### src/rtl/riscv_types.sv
// Shared types for the M/W pipeline register bank: forward-select codes and
// the pipeline entry carried through the M and W registers.
package riscv_types;

  localparam int MW_XLEN = 32;

  typedef enum logic [1:0] {
    FWD_NONE = 2'b00,
    FWD_WB   = 2'b01,
    FWD_MEM  = 2'b10
  } fwd_sel_e;

  typedef struct packed {
    logic               valid;
    logic               rd_wr;
    logic [4:0]         rd_addr;
    logic               is_load;
    logic [MW_XLEN-1:0] data;
  } mw_entry_t;

endpackage

### src/rtl/pipe_stage_reg.sv
// One pipeline register holding an mw_entry_t. A bubble loads an all-zero
// entry, which is also the reset value, so an empty slot never writes.
module pipe_stage_reg
  import riscv_types::*;
(
  input  logic      clk,
  input  logic      rst,
  input  logic      bubble,
  input  mw_entry_t d,
  output mw_entry_t q
);

  // Capture the next entry, or an empty slot on reset/bubble
  always_ff @(posedge clk) begin
    if (rst || bubble) begin
      q <= '0;
    end else begin
      q <= d;
    end
  end

endmodule

### src/rtl/mw_pipe_fwd.sv
// E/M and M/W pipeline registers of the RV32 core with the execute and decode
// forwarding muxes and the register-file write port.
// Optional feature: define MW_PERF_EN to build saturating stall/flush cycle
// counters; otherwise perf_stall_o/perf_flush_o are tied to zero.
module mw_pipe_fwd
  import riscv_types::*;
#(
  parameter int XLEN  = MW_XLEN,
  parameter int CNT_W = 32
) (
  input  logic             clk_i,
  input  logic             rst_i,
  input  logic             e_valid_i,
  input  logic             e_rd_wr_i,
  input  logic [4:0]       e_rd_addr_i,
  input  logic             e_is_load_i,
  input  logic [XLEN-1:0]  e_alu_res_i,
  input  logic [XLEN-1:0]  e_rs1_data_i,
  input  logic [XLEN-1:0]  e_rs2_data_i,
  input  logic [XLEN-1:0]  d_rs1_data_i,
  input  logic [XLEN-1:0]  d_rs2_data_i,
  input  logic [XLEN-1:0]  m_load_data_i,
  input  logic             stall_i,
  input  logic             flush_em_i,
  input  logic [1:0]       fwd_rs1_i,
  input  logic [1:0]       fwd_rs2_i,
  input  logic [1:0]       fwd_dec_i,
  output logic             rd_wr_M,
  output logic             is_load_M,
  output logic [4:0]       rd_addr_M,
  output logic             rd_wr_W,
  output logic [4:0]       rd_addr_W,
  output logic [XLEN-1:0]  m_alu_res_o,
  output logic [XLEN-1:0]  e_op1_o,
  output logic [XLEN-1:0]  e_op2_o,
  output logic [XLEN-1:0]  d_rs1_o,
  output logic [XLEN-1:0]  d_rs2_o,
  output logic             rf_we_o,
  output logic [4:0]       rf_waddr_o,
  output logic [XLEN-1:0]  rf_wdata_o,
  output logic [CNT_W-1:0] perf_stall_o,
  output logic [CNT_W-1:0] perf_flush_o
);

  mw_entry_t e_entry;
  mw_entry_t m_entry;
  mw_entry_t w_next;
  mw_entry_t w_entry;
  logic      m_bubble;
  logic      w_unused;

  assign m_bubble = stall_i | flush_em_i;

  // Pack the execute-stage fields into the entry headed for M
  always_comb begin
    e_entry         = '0;
    e_entry.valid   = e_valid_i;
    e_entry.rd_wr   = e_rd_wr_i;
    e_entry.rd_addr = e_rd_addr_i;
    e_entry.is_load = e_is_load_i;
    e_entry.data    = e_alu_res_i;
  end

  // Resolve M data for W: loads take the memory read data
  always_comb begin
    w_next      = m_entry;
    w_next.data = m_entry.is_load ? m_load_data_i : m_entry.data;
  end

  pipe_stage_reg u_m_reg (
    .clk    (clk_i),
    .rst    (rst_i),
    .bubble (m_bubble),
    .d      (e_entry),
    .q      (m_entry)
  );

  pipe_stage_reg u_w_reg (
    .clk    (clk_i),
    .rst    (rst_i),
    .bubble (1'b0),
    .d      (w_next),
    .q      (w_entry)
  );

  assign w_unused    = w_entry.is_load;

  assign rd_wr_M     = m_entry.valid & m_entry.rd_wr;
  assign is_load_M   = m_entry.valid & m_entry.is_load;
  assign rd_addr_M   = m_entry.rd_addr;
  assign m_alu_res_o = m_entry.data;

  assign rd_wr_W     = w_entry.valid & w_entry.rd_wr;
  assign rd_addr_W   = w_entry.rd_addr;

  assign rf_we_o     = rd_wr_W & (w_entry.rd_addr != 5'd0);
  assign rf_waddr_o  = w_entry.rd_addr;
  assign rf_wdata_o  = w_entry.data;

  // Execute operand forwarding from M result or W data
  always_comb begin
    e_op1_o = e_rs1_data_i;
    e_op2_o = e_rs2_data_i;
    case (fwd_sel_e'(fwd_rs1_i))
      FWD_MEM: e_op1_o = m_entry.data;
      FWD_WB:  e_op1_o = w_entry.data;
      default: e_op1_o = e_rs1_data_i;
    endcase
    case (fwd_sel_e'(fwd_rs2_i))
      FWD_MEM: e_op2_o = m_entry.data;
      FWD_WB:  e_op2_o = w_entry.data;
      default: e_op2_o = e_rs2_data_i;
    endcase
  end

  // Decode forwarding trusts the select code; no x0 or validity check here
  always_comb begin
    d_rs1_o = d_rs1_data_i;
    d_rs2_o = d_rs2_data_i;
    case (fwd_dec_i)
      2'b01:   d_rs1_o = w_entry.data;
      2'b10:   d_rs2_o = w_entry.data;
      default: ;
    endcase
  end

`ifdef MW_PERF_EN
  logic [CNT_W-1:0] stall_cnt;
  logic [CNT_W-1:0] flush_cnt;

  // Saturating counts of stall and flush cycles
  always_ff @(posedge clk_i) begin
    if (rst_i) begin
      stall_cnt <= '0;
      flush_cnt <= '0;
    end else begin
      if (stall_i && (stall_cnt != '1)) stall_cnt <= stall_cnt + CNT_W'(1);
      if (flush_em_i && (flush_cnt != '1)) flush_cnt <= flush_cnt + CNT_W'(1);
    end
  end

  assign perf_stall_o = stall_cnt;
  assign perf_flush_o = flush_cnt;
`else
  assign perf_stall_o = '0;
  assign perf_flush_o = '0;
`endif

endmodule
### config.mk
export PLATFORM = sky130hd
export DESIGN_NAME = mw_pipe_fwd
export DESIGN_NICKNAME = d
export VERILOG_FILES = /design/src/rtl/riscv_types.sv /design/src/rtl/pipe_stage_reg.sv /design/src/rtl/mw_pipe_fwd.sv
export SDC_FILE = /design/constraint.sdc
export NUM_CORES = 1
export LEC_CHECK = 0
export BUFFER_PORTS_ARGS = -buffer_cell sky130_fd_sc_hd__buf_2
export CORE_AREA = 2 2 186 188
export DETAILED_ROUTE_END_ITERATION = 10
export DIE_AREA = 0 0 188 190
export GPL_TIMING_DRIVEN = 0
export PLACE_DENSITY = 0.46
export SLEW_MARGIN = 15
export SYNTH_ARGS = -nofsm -noshare
export SYNTH_HDL_FRONTEND = slang
export SYNTH_SLANG_ARGS = --single-unit
### constraint.sdc
create_clock -name clk_i -period 1.5 [get_ports clk_i]
set_clock_uncertainty 0.1 [all_clocks]
set_input_delay 0.075 -clock clk_i [delete_from_list [all_inputs] [get_ports clk_i]]
set_output_delay 0.075 -clock clk_i [all_outputs]
set_load 0.1 [all_outputs]
# --- After elaboration in Yosys (flattened, before gate mapping) ---
# Index checks and enable logic that the tools add are counted.
totals:
  elab_cells: 27
  ram_bits: 0
  mem_count: 0
  latch_bits: 0
  ff_bits: 79
  mem_bits_ro: 0
  input_bits: 210
op_classes:
  n_lt_le_gt_ge: 0
  reduce_logical: 2
  n_addsub: 0
  mux: 5
  bitwise: 5
  div_mod_pow: 0
  n_mul: 0
  shifts: 0
  n_eq_ne: 6
op_table:
  columns: ["cell", "count"]
  rows:
  - ["32-bit one-hot mux with 2 select lines", 2]
  - ["32-bit 2-to-1 mux", 3]
  - ["2-bit by 1-bit equality test with 1-bit output (second input constant)", 3]
  - ["2-bit equality test (second input constant)", 3]
  - ["5-bit nonzero test", 1]
  - ["1-bit bitwise AND", 4]
  - ["1-bit logical OR", 1]
  - ["1-bit bitwise OR", 1]

# --- Longest topological paths before layout ---
# Gate-level depths: netlist of run 1.
logic_depth:
  depth_word: 2
  depth_mapped: 6
  ltp_nobuf: 4

# --- Cells and area by module ---
# Synthesis of run 1 repeated with hierarchy kept, for this count alone.
hier_totals:
  cells_unflattened: 588
  area_unflattened_um2: 6058.3
by_module_without_submodules:
  columns: ["mod", "n_inst", "cells_each", "seq_area_each_um2", "area_each_um2"]
  rows:
  - ["mw_pipe_fwd", 1, 412, 0.0, 3265.6]
  - ["pipe_stage_reg", 2, 88, 800.8, 1396.3]

# --- Worst setup path before layout of run 1 ---
# Ideal clock, no wire load.
synth_timing:
  path_kind: "input-to-output"
  start: "input port fwd_rs1_i[0]"
  end: "output port e_op1_o[15]"
  t_required_ps: 1325
  stages: 5
  arrival_time_ps: 2827
  setup_slack_ps: -1502
  cell_sequence: "inv_1 > ha_1 > buf_2 > clkbuf_1 > o21ai_0"
synth_between:
  elab_chain_len: 2
  word_cells_on_any_way: 3
synth_rtl:
  columns: ["element", "line_no", "text"]
  rows:
  - ["from (decl)", "mw_pipe_fwd.sv:25", "input logic [1:0] fwd_rs1_i,"]
  - ["2-bit by 1-bit equality test with 1-bit output or 2-bit equality test (tied branches)", "mw_pipe_fwd.sv:104", "case (fwd_sel_e'(fwd_rs1_i))"]
  - ["32-bit one-hot mux with 2 select lines *", "mw_pipe_fwd.sv:104", null]
  - ["to (decl)", "mw_pipe_fwd.sv:34", "output logic [XLEN-1:0] e_op1_o,"]
# Mark *: on every way between the ends. The rest lies on a longest branch, timed or not.

# --- Final worst setup path of run 1 ---
layout_timing:
  start: "register u_w_reg.q[33] (netlist name)"
  end: "output port rf_we_o"
layout_between:
  elab_chain_len: 2
layout_rtl:
  columns: ["element", "line_no", "text"]
  rows:
  - ["from (decl)", "pipe_stage_reg.sv:10", "output mw_entry_t q"]
  - ["from (signal assigned)", "pipe_stage_reg.sv:16", "q <= '0;"]
  - ["from (signal assigned)", "pipe_stage_reg.sv:18", "q <= d;"]
  - ["5-bit nonzero test", "mw_pipe_fwd.sv:96", "assign rf_we_o = rd_wr_W & (w_entry.rd_addr != 5'd0);"]
  - ["1-bit bitwise AND", "mw_pipe_fwd.sv:96", null]
  - ["to (decl)", "mw_pipe_fwd.sv:38", "output logic rf_we_o,"]
# Every way passes these cells.

==> key figures, run 1 <==
Outcome
  • Status: finished, violations left
  • Failing checks: setup timing

Die
  • IO Pins: 485
  • Core Area: between 30000 and 40000 um^2
  • Die area: 35720 um^2
  • Row count: 68
  • DIE WIDTH: 188 um
  • Starting Density: 0.1715
  • Die height: roughly 190 um

Critical path
  • Reg2reg setup slack: 0.22 ns
  • Crit path max fanout: 2
  • Setup CP Type: reg -> out
  • CP required: 1.32 ns
  • Critical Path AT: roughly 1.6 ns
  • CP Launch Type: register
  • R2R Path End: u_w_reg.q[28]
  • CP startpoint: u_w_reg.q[33]
  • Reg2reg start: u_m_reg.q[32]
  • Reg2Reg Depth: 5
  • Critical path endpoint category: primary output

Global routing
  • Vias in the first global route: 6580
  • GRT Resource Usage Total: 0.1537
  • Initial antenna violation count: 1
  • Largest net degree at the start of global routing: 18
  • Total grt overflow: 0
  • First-pass GRT wire length: 40830 um

Power
  • Clock power frac: 0.214
  • Worst VDD drop: 445.1 uV
  • Leak: 0.005905 uW
  • Pwr/cell area: 859.8 nW/um^2
  • Sequential fraction of design power: 0.210
  • Sw Ratio: 0.5102
  • Sw Pwr: 5410 uW
  • Int Pwr: ~5200 uW
  • Gate power share: 0.575

Yosys
  • Avg Cell Area, Syn: 8.927 um^2
  • Top FF cell, synth: dfxtp_1
  • Yosys top cell area share: 0.2717
  • Post-synth cell types: 22
  • Post-synthesis cell count: 652
  • Sequential-to-total area share from yosys stat: 0.2717
  • Post-synth top area cell: dfxtp_1
  • Seq cells post-synth: 79
  • EDFF count, synth: 0
  • YS warnings: 0
  • Synth async-reset ratio: 0
  • Area contributors post-synth: dfxtp_1 (27%), buf_4 (19%), mux2_4 (15%)
  • Post-Synthesis Cell Area: 5821 um^2

Route
  • Number of remaining DRC errors: 0
  • Drt wl/cell: between 15 and 20 um
  • DR vias/cell: 3.845
  • Max layer used: met4
  • DR iter-0 viols: 139
  • M1 WL: 11930 um
  • Met3 WL post-DR: 1796 um
  • 1st-pass router iterations: 4
  • Met2 wire len: 15180 um
  • Antenna Nets Post-Route: 0
  • Final WL: 29240 um
  • DR vias: 6506

CTS
  • Clock buffer depth: 2
  • Reg clk slew, reported paths: 0.08 ns
  • H-tree levels: 3
  • CTS root buf: clkbuf_16
  • Worst skew pair latency: 0.35 ns
  • CTS tree: done
  • CTS Sinks: 79
  • CTS buffer count: 9

Layout
  • Area of the multi-input gates: ~4000 um^2
  • Register area: 1654 um^2
  • Layout area overhead: 111.9%
  • Post-layout util: 0.3633
  • Layout cells sized above 1: 0.7104
  • Nets: 1445
  • Fillcell total: 3459

STA
  • Slew HR: 0.5508
  • Slew of the pin with the lowest slew margin: 0.6738 ns
  • Pins over their slew limit: 0
  • RSZ-0062 raised after global routing: yes
  • Fin crit share: 1.170
  • Final min period: 1.755 ns
  • Final setup viols: 1
  • Crit path setup slack, layout: -0.2548 ns
  • Final Hold Vio Count: 0
  • Fmax: 0.5699 GHz

Place
  • Dpl hpwl: 22690 um
  • RePlAce Congestion: 0.7392
  • Port bufs: 420
  • Dpl ws: -0.9154 ns

Hold path
  • Min-delay src: rst_i
  • Hold Crit Class: in -> reg
  • Hold Path Stages: 3
  • Hold Path End: u_w_reg.q[31]

Run
  • MaxCap Viol Count: 0
## metrics by stage
step | cells | power [uW] | instance area (um^2) | TNS [ns] | hold WS [ns]
6_report | 1692 | 10600 | 12330 | -0.2548 | 0.1143
5_1_grt | 1691 | 11010 | 12330 | -0.3175 | 0.1391
4_1_cts | 1687 | 10620 | 11870 | -0.3031 | 0.1190
3_5_place_dp | 1590 | 7428 | 9492 | -51.70 | 0.1761
3_3_place_gp | 1590 | 7413 | 9492 | -50.93 | 0.1760
2_1_floorplan | 715 | 6561 | 6820 | -1.589 | 0.09671
## power groups by stage
stage	combinational [uW]	clock [uW]	sequential [uW]
finish	6100	2270	2230
global route	6300	2470	2240
CTS	5980	2410	2230
detailed placement	5160	0	2270
global placement	5140	0	2270
floorplan	4320	0	2240
## synth_stat cells (4+ instances only)
cell type	count
clkbuf_1	17
dfxtp_1	79
mux2_2	4
buf_12	6
and2_1	43
mux2i_1	32
nor2b_1	7
ha_1	4
buf_2	18
buf_4	146
mux2_4	60
nor2_1	32
a22oi_1	64
inv_1	4
o21ai_0	64
nand2_1	64
## repair_timing
| action | in CTS | in global routing |
|---|---|---|
| setup buffers | 9 | 2 |
| pin swaps | 3 | 4 |
| cloned | 2 | 2 |
| hold endpoints to repair | 72 | 0 |
| endpoints found under the setup margin | 171 | 114 |
| gates resized for setup | 392 | 135 |
| hold buffers | 72 | 0 |
## worst max-delay path by stage
stage | slack (ns) | endpoint
2_1_floorplan | -0.1 | e_op1_o[15]
3_3_place_gp | -0.93 | e_op1_o[14]
3_5_place_dp | -0.92 | e_op1_o[14]
4_1_cts | -0.30 | rf_we_o
5_1_grt | -0.30 | rf_we_o
6_report | -0.25 | rf_we_o
## worst max-delay path: stages, from the launching register on
cell and delay [ns]:
dfxtp_2 0.33, or4_4 0.52, o21a_4 0.21, buf_12 0.16
## layout make-up
type / instances / share of cell area
timing repair buffer: 507 / 0.3325
antenna: 1 / 0.0002029
clock buffer: 9 / 0.01826
clock inverter: 7 / 0.005377
sequential: 79 / 0.1341
multi-input combinational: 443 / 0.3280
tap: 455 / 0.04616
buffer: 187 / 0.1342
inverter: 4 / 0.001217
## routing by layer
layer / up-vias / track usage
met4: 0 / 0.03331
li1: 3171 / -
met5: - / 0
met1: 3031 / 0.1782
met3: 14 / 0.03542
met2: 290 / 0.2861
## kinds of logic (layout without fill, tap and decap cells)
kind of cell | after synthesis | count (layout) | share of synthesized area
multiplexers | 96 | 96 | 0.2175
AO/OA/AOI/OAI | 129 | 129 | 0.1389
adder cells (fa/ha/maj) | 4 | 4 | 0.008599
other | 1 | 65 | 0.0006443
AND/OR/NAND/NOR | 150 | 150 | 0.1208
flip-flops | 79 | 79 | 0.2717
buffers and inverters | 193 | 714 | 0.2418
## flip-flops by register name, summed over array words and instances, names as in the netlist
| name | flops |
|---|---|
| u_m_reg.q | 40 |
| u_w_reg.q | 39 |
## cell usage in the layout (no fill, tap or decap), drive strengths merged, types with 2 or more instances in the layout
cell         netlist  layout
nand2             64      64
nand2b             2       2
buf              172     560
ha                 4       4
mux2              64      64
dfxtp             79      79
dlygate4sd3        0      72
mux2i             32      32
and2              43      43
nor2              32      32
nor2b              7       7
o21ai             64      64
conb               1      64
inv                4      11
a22oi             64      64
clkbuf            17      71
No activity file was read; power rests on OpenSTA's default activity.
==> inputs of run 2 (changes only) <==
--- a/config.mk
+++ b/config.mk
@@ -11,6 +11,7 @@
 export DIE_AREA = 0 0 188 190
 export GPL_TIMING_DRIVEN = 0
 export PLACE_DENSITY = 0.46
+export SKIP_LAST_GASP = 1
 export SLEW_MARGIN = 15
 export SYNTH_ARGS = -nofsm -noshare
 export SYNTH_HDL_FRONTEND = slang
==> run 2 against run 1 <==
  * The run still ends with setup timing left
  * Critical path depth unchanged
  * Register-to-register slack about the same
  * Clock power about the same
  * Largest cell class unchanged
  * Routed wire length down 0.73%
  * Design area down 0.71%
  * Via count about the same
  * Sequential power about the same
  * Largest power group unchanged
  * Worst setup slack about the same
  * Combinational power down 0.7%
  * Non-clock buffer count down 1
  * First-iteration DRC count up 22%
==> key figures, run 2 (same netlist as run 1, synthesis figures left out) <==
CTS
  • CTS Sinks: between 70 and 80
  • H-tree levels: 3
  • Worst skew pair latency: ~0.35 ns
  • Clock buffer depth: 2
  • CTS tree: done
  • CTS buffer count: 9
  • Reg clk slew, reported paths: 0.08 ns
  • CTS root buf: clkbuf_16

Critical path
  • Crit path max fanout: 2
  • CP Launch Type: register
  • Setup CP Type: reg -> out
  • Critical path endpoint category: primary output
  • CP required: approximately 1.3 ns
  • Critical Path AT: about 1.6 ns
  • Reg2reg setup slack: 0.22 ns

Route
  • Antenna Nets Post-Route: 0
  • DR iter-0 viols: 170
  • DR vias/cell: 3.848
  • Number of remaining DRC errors: 0
  • Final WL: 29020 um
  • DR vias: 6507
  • Drt wl/cell: 17.16 um
  • 1st-pass router iterations: 4

Place
  • Placed inst area: between 9000 and 10000 um^2
  • Port bufs: 420
  • RePlAce Congestion: 0.7392
  • Dpl hpwl: 22690 um
  • Dpl ws: -0.9154 ns

Run
  • MaxCap Viol Count: 0

Layout
  • Nets: between 1000 and 1500
  • Largest register FFs: 40
  • Layout area overhead: 110.4%
  • Largest regs: u_m_reg.q (40), u_w_reg.q (39)
  • Most frequent cells in the layout: buf_2 (264), buf_4 (194), dlygate4sd3_1 (72)
  • Commonest non-fill, non-tap cell in the layout: buf_2
  • Post-route design area: 12250 um^2
  • Layout cells sized above 1: 0.7012
  • Register with the most flip-flops: u_m_reg.q

STA
  • Pins over their slew limit: 0
  • Slew HR: 0.5510
  • Final min period: about 1.8 ns
  • Fmax: 0.5699 GHz
  • Final setup viols: 1
  • RSZ-0062 raised after global routing: yes
  • Fin crit share: 1.170
  • Final Hold Vio Count: 0
  • Slew of the pin with the lowest slew margin: 0.6736 ns
  • Final Hold Slack: 0.1145 ns
  • Crit path setup slack, layout: -0.2547 ns
  • Setup TNS: -0.2547 ns

Global routing
  • Total grt overflow: 0
  • First-pass GRT wire length: around 41000 um
  • Vias in the first global route: 6597
  • Initial antenna violation count: 1
  • Largest net degree at the start of global routing: 18
  • GRT Resource Usage Total: 0.1537

Power
  • Pwr/cell area: between 800 and 900 nW/um^2
  • Worst VDD drop: 444.0 uV
  • Leak: between 0.005 and 0.006 uW

Outcome
  • Failing checks: setup timing
  • Status: finished, violations left

Die
  • IO Pins: 485
  • Die area: between 30000 and 40000 um^2
  • DIE WIDTH: roughly 190 um
  • Row count: 68
  • Core Area: 33950 um^2
  • Die height: 190 um
  • Starting Density: 0.1715

Hold path
  • Hold Crit Class: in -> reg
run 2: changes by cell type in the layout (fill, tap and decap cells not counted), moves of 7 or more:
cell | previous run | this run
nand2_1 | 44 | 53
nand2_2 | 20 | 11
buf_4 | 202 | 194
buf_2 | 257 | 264
run 2: worst max-delay path, cell delays in order, from the launching register on:
cell and delay [ns]:
dfxtp_2 0.33, or4_4 0.52, o21a_4 0.21, buf_12 0.16
run 2: final timing paths:
| path | start | end | cells past startpoint |
|---|---|---|---|
| setup / recovery | u_w_reg.q[33] | rf_we_o | 3 |
| hold / removal | rst_i | u_w_reg.q[31] | 3 |
| setup reg to reg | u_m_reg.q[32] | u_w_reg.q[28] | 5 |
| hold reg to reg | u_m_reg.q[38] | u_w_reg.q[38] | 1 |
run 2: where the power goes:
group | leakage, uW | switching [uW] | total (uW) | internal, uW
Combinational | 0.00507 | 4220 | 6060 | 1830
Sequential | 0.000666 | 77.6 | 2230 | 2150
Clock | 0.000146 | 1110 | 2280 | 1180
run 2: cell type report:
class                           instances  area (um^2)
Fill cell                            3461        21700
Multi-Input combinational cell        443         4023
Inverter                                4        15.01
Sequential cell                        79         1652
Clock buffer                            9        225.2
Antenna cell                            1        2.502
Buffer                                186         1627
Tap cell                              455        569.3
Timing Repair Buffer                  507         4066
Clock inverter                          7        66.31
run 2: per-layer routing:
layer / share of wire / routed length (um) / GRT usage / vias up
met5: 0 / 0 / 0 / -
met2: 0.52 / 15080 / 0.2874 / 303
li1: - / - / - / 3170
met4: 0.011 / 321 / 0.03240 / 0
met3: 0.064 / 1864 / 0.03505 / 13
met1: 0.41 / 11760 / 0.1775 / 3021
run 2: repair_timing:
item                                   4_1_cts  5_1_grt
endpoints found under the hold margin       72        0
pin swaps                                    3        4
cloned                                       2        1
buffers inserted                             9        3
setup endpoints to repair                  171      120
hold buffers                                72        0
resized for setup                          374      131
run 2: per-stage QoR:
step                        util  cells  power, uW
after detailed placement  0.2796   1590       7428
after floorplan                -    715       6561
final                     0.3607   1691      10570
after global placement    0.2796   1590       7413
after CTS                 0.3477   1687      10590
after global routing      0.3606   1690      10970
